**src/rtl/hamming_decoder.sv**
```systemverilog
// SECDED decoder stage: reads 16-bit codewords from byte memory, corrects single errors,
// flags double errors and writes the 11-bit message plus a 2-bit flag back to memory.
module hamming_decoder #(
  parameter int unsigned NUM_WORDS = 15,
  parameter int unsigned SRC_BASE  = 30,
  parameter int unsigned DST_BASE  = 0,
  parameter int unsigned AW        = 8
) (
  input  logic          clk,
  input  logic          reset,
  input  logic          req,
  output logic          done,
  output logic [AW-1:0] mem_addr,
  input  logic [7:0]    mem_rd_data,
  output logic          mem_wr_en,
  output logic [7:0]    mem_wr_data,
  output logic [7:0]    err1_count,
  output logic [7:0]    err2_count
);

  typedef enum logic [2:0] {StIdle, StRdLo, StRdHi, StWrLo, StWrHi, StDone} state_e;

  state_e        state_q, state_d;
  logic [6:0]    idx_q, idx_d;
  logic          done_q, done_d;
  logic [7:0]    err1_q, err1_d;
  logic [7:0]    err2_q, err2_d;
  logic [7:0]    lo_q;
  logic [7:0]    out_lo_q, out_hi_q;
  logic [AW-1:0] addr_q;
  logic [AW-1:0] src_addr, dst_addr;
  logic          last_word;

  logic [15:0]   cw;
  logic [3:0]    syn;
  logic          par, fix;
  logic [10:0]   dat;
  logic [1:0]    flag;
  logic [7:0]    dec_lo, dec_hi;

  assign src_addr  = AW'(SRC_BASE + (32'(idx_q) << 1));
  assign dst_addr  = AW'(DST_BASE + (32'(idx_q) << 1));
  assign last_word = (idx_q == 7'(NUM_WORDS - 1));

  // Decode from the latched low byte and the live high byte.
  always_comb begin
    cw  = {mem_rd_data, lo_q};
    syn = 4'd0;
    for (int k = 1; k < 16; k++) begin
      if (cw[k]) syn = syn ^ 4'(k);
    end
    par = ^cw;
    fix = par && (syn != 4'd0);
    dat = {cw[15:9], cw[7:5], cw[3]};
    if (fix) begin
      case (syn)
        4'd3:    dat[0]  = ~dat[0];
        4'd5:    dat[1]  = ~dat[1];
        4'd6:    dat[2]  = ~dat[2];
        4'd7:    dat[3]  = ~dat[3];
        4'd9:    dat[4]  = ~dat[4];
        4'd10:   dat[5]  = ~dat[5];
        4'd11:   dat[6]  = ~dat[6];
        4'd12:   dat[7]  = ~dat[7];
        4'd13:   dat[8]  = ~dat[8];
        4'd14:   dat[9]  = ~dat[9];
        4'd15:   dat[10] = ~dat[10];
        default: ; // parity-bit position: data already correct
      endcase
    end
    if (par) begin
      flag = 2'b01;
    end else if (syn != 4'd0) begin
      flag = 2'b10;
    end else begin
      flag = 2'b00;
    end
    dec_lo = dat[7:0];
    dec_hi = {flag, 3'b000, dat[10:8]};
  end

  always_comb begin
    state_d     = state_q;
    idx_d       = idx_q;
    done_d      = done_q;
    err1_d      = err1_q;
    err2_d      = err2_q;
    mem_addr    = addr_q;
    mem_wr_en   = 1'b0;
    mem_wr_data = 8'h00;
    case (state_q)
      StIdle: begin
        if (req) begin
          state_d = StRdLo;
          idx_d   = 7'd0;
          done_d  = 1'b0;
          err1_d  = 8'd0;
          err2_d  = 8'd0;
        end
      end
      StRdLo: begin
        mem_addr = src_addr;
        state_d  = StRdHi;
      end
      StRdHi: begin
        mem_addr = src_addr + AW'(1);
        state_d  = StWrLo;
        if (flag == 2'b01 && err1_q != 8'hff) err1_d = err1_q + 8'd1;
        if (flag == 2'b10 && err2_q != 8'hff) err2_d = err2_q + 8'd1;
      end
      StWrLo: begin
        mem_addr    = dst_addr;
        mem_wr_en   = 1'b1;
        mem_wr_data = out_lo_q;
        state_d     = StWrHi;
      end
      StWrHi: begin
        mem_addr    = dst_addr + AW'(1);
        mem_wr_en   = 1'b1;
        mem_wr_data = out_hi_q;
        if (last_word) begin
          state_d = StDone;
        end else begin
          idx_d   = idx_q + 7'd1;
          state_d = StRdLo;
        end
      end
      StDone: begin
        done_d  = 1'b1;
        state_d = StIdle;
      end
      default: state_d = StIdle;
    endcase
  end

  always_ff @(posedge clk or posedge reset) begin
    if (reset) begin
      state_q  <= StIdle;
      idx_q    <= 7'd0;
      done_q   <= 1'b0;
      err1_q   <= 8'd0;
      err2_q   <= 8'd0;
      lo_q     <= 8'd0;
      out_lo_q <= 8'd0;
      out_hi_q <= 8'd0;
      addr_q   <= '0;
    end else begin
      state_q <= state_d;
      idx_q   <= idx_d;
      done_q  <= done_d;
      err1_q  <= err1_d;
      err2_q  <= err2_d;
      addr_q  <= mem_addr;
      if (state_q == StRdLo) lo_q <= mem_rd_data;
      if (state_q == StRdHi) begin
        out_lo_q <= dec_lo;
        out_hi_q <= dec_hi;
      end
    end
  end

  assign done       = done_q;
  assign err1_count = err1_q;
  assign err2_count = err2_q;

endmodule

```
**config.mk**
```make
export PLATFORM = sky130hd
export DESIGN_NAME = hamming_decoder
export DESIGN_NICKNAME = d
export VERILOG_FILES = /design/src/rtl/hamming_decoder.sv
export SDC_FILE = /design/constraint.sdc
export NUM_CORES = 1
export LEC_CHECK = 0
export BUFFER_PORTS_ARGS = -buffer_cell sky130_fd_sc_hd__clkbuf_2
export CAP_MARGIN = 10
export CORE_ASPECT_RATIO = 2
export CORE_MARGIN = 2
export CORE_UTILIZATION = 57
export DETAILED_ROUTE_END_ITERATION = 7
export HOLD_SLACK_MARGIN = 0.02
export PLACE_DENSITY = 0.79
export SLEW_MARGIN = 30
export SYNTH_ARGS = -nofsm -noshare
export SYNTH_HDL_FRONTEND = slang
export SYNTH_SLANG_ARGS = --single-unit
```
**constraint.sdc**
```tcl
create_clock -name clk -period 3.5 [get_ports clk]
set_input_delay 1.05 -clock clk [delete_from_list [all_inputs] [get_ports clk]]
set_output_delay 1.05 -clock clk [all_outputs]
set_load 0.02 [all_outputs]
```
==> flow_metrics.tcl <==
set metrics [dict create \
    skew_ps 4.71 \
    dr.pass1.iters 5 \
    post_cts_buffers 0 \
    yosysUniqueCellTypes 51 \
    cp.required_ps 2450 \
    rrSetupSlack_ps 1020 \
    drcViolationCount 0 \
    grt_pass1_wl_microns 13900 \
    wl_per_cell_microns 15.9 \
    via_count 3203 \
    ctsRootBufferMaster "clkbuf_16" \
    final_util 0.664 \
    placed_area_sq_um 3960 \
    avgViaCountPerCell 6.05 \
    core-area_sq_um 6210 \
    path_class "reg2out" \
    antenna_found_initial 0 \
    grt_pass1_vias 3034 \
    grt_setup_unrepaired "no" \
    cp-start-kind "flip-flop" \
    fmax_ghz 0.302 \
    design_area_sq_um 4120 \
    clock_sinks 56 \
    synth_fp_nets 414 \
    die_area_sq_um 7040 \
    synthCells 398 \
    worstPathMaxFanout 11 \
    synth-edff-count 0 \
    slew-limit-headroom 0.531 \
    die_w_microns 60.4 \
    endpoint_kind "output port" \
    ys_seq_area_frac 0.387 \
    timing.final.crit_share 0.946 \
    hold_class "reg2reg" \
    grt_max_degree 32 \
    syn2layout_area_growth_pct 13.9 \
    async_reset_ff_frac 1.00 \
    status "finished, final reports clean" \
    start_util 0.583 \
    drv_cap 0 \
    synth_area_per_cell_sq_um 9.10 \
    crit_end "mem_addr[4]" \
    fin_nets 458 \
    setup_viol 0 \
    rows 41 \
    cp-startpoint "state_q[0]" \
    dp_hpwl_microns 6170 \
    ios 45 \
    initialDrtViolationCount 255 \
    rr_endpoint "err2_count[2]" \
    drt_wl_total_microns 8400 \
    yosysWarnings 0 \
    insertion_delay_ps 300 \
    gp_congestion 0.982 \
    yosys-top-cells-area "dfrtp_1 (39%), xor2_1 (4.4%), nand2_1 (4.1%)" \
    cts_tree "built" \
    yosys-top-cells-count "dfrtp_1 (56), nand2_1 (40), nor2_1 (35), o21ai_0 (27), nor3_1 (23)" \
    portBuffers 44 \
    hp-start "out_lo_q[5]" \
    gr-total-overflow 0 \
    antenna_cells 0 \
    synth_top_cell_area_share 0.387 \
    yosys.area.top_type "dfrtp_1" \
    r2r.worst_path.cells 7 \
    track_usage 0.257 \
    r2r_start "lo_q[7]" \
    htree_levels 2 \
    cts_inserted_buffers 5 \
    synth-seq-cells 56 \
    clkTransAtPathRegs_ps 70 \
    synth.most_common_cell "dfrtp_1" \
    max_slew.worst_pin.slew_ps 701 \
    hold_viol 0 \
    fin_crit_ps 3310 \
    clock_path_buffers 2 \
    layout-drive-gt1-share 0.214 \
    synth_ff_type "dfrtp_1" \
    final.setup.tns_ps 0 \
    synth_area_sq_um 3620 \
    die_h_microns 117 \
    critPathArrivalTime_ps 2260 \
    ant_nets 0 \
    drv_slew 0 \
]
==> worst max-delay path, cell delays in order, from the launching register on <==
cell and delay [ps]:
dfrtp_1 520, nor2b_1 230, and2_1 190, nor2_1 250, buf_4 190, o21ai_0 90, a221o_1 330, clkbuf_2 160
==> registers in the layout, indices dropped and copies added (netlist names) <==
signal	flops
done	1
out_lo_q	8
err1_count	8
state_q	3
out_hi_q	5
addr_q	8
err2_count	8
lo_q	8
idx_q	7
==> cells in the final DEF, fill, tap and decap left out, types with 3 or more instances in the layout <==
master and n:
a211oi_1 3, a21oi_1 16, a22o_1 5, a31oi_1 3, and2_1 4, and3_1 7, buf_4 11, clkbuf_16 5
clkbuf_2 44, dfrtp_1 53, dfrtp_2 3, ha_1 5, inv_1 11, mux2_2 8, mux2i_1 11, nand2_1 40
nand2b_1 8, nand3_1 17, nand4_1 5, nor2_1 33, nor3_1 22, nor4_1 7, nor4_2 3, o211ai_1 3
o21ai_0 27, o22ai_1 8, o311ai_0 4, xnor2_1 17, xor2_1 18, xor2_2 7
==> metrics by stage <==
step	hold WS, ps	setup slack (ps)	instances
detailed placement	466	271	521
CTS	482	13.6	529
floorplan	442	370	398
global placement	456	402	521
finish	476	189	529
global route	498	27.6	529
==> kinds of logic (layout without fill, tap and decap cells) <==
family	count (synthesis)	in the layout	share of synthesized area
multiplexers	20	20	0.0584
AND/OR/NAND/NOR	160	160	0.225
XOR/XNOR	45	45	0.133
flip-flops	56	56	0.387
AO/OA/AOI/OAI	81	81	0.144
adder cells (fa/ha/maj)	6	6	0.0200
buffers and inverters	30	75	0.0335
==> layout make-up <==
| type | count | area [sq um] |
|---|---|---|
| clock buffer | 7 | 143 |
| clock inverter | 1 | 7.51 |
| fill | 539 | 2080 |
| inverter | 12 | 45.0 |
| multi-input combinational | 312 | 2110 |
| sequential | 56 | 1410 |
| tap | 86 | 108 |
| timing repair buffer | 55 | 303 |
==> worst min-delay path by stage <==
stage               slack (ps)  cells past startpoint          end
floorplan                  440                      2  out_lo_q[4]
global placement           460                      2  out_lo_q[4]
detailed placement         470                      2  out_lo_q[5]
CTS                        480                      2  out_lo_q[5]
global route               500                      2  out_lo_q[5]
finish                     480                      2  out_lo_q[5]
==> routing by layer <==
layer	share of wire	global-route usage
met4	0.022	0.0963
met2	0.54	0.441
met1	0.40	0.317
met3	0.043	0.0399
met5	0	0
==> what timing repair did <==
| item | 4_1_cts | 5_1_grt |
|---|---|---|
| resized for setup | 0 | 6 |
| hold buffers | 0 | 0 |
| endpoints found under the setup margin | 0 | 5 |
Power is not shown: default switching activity piles up to over one toggle a cycle in this logic, so the estimate is an artifact.
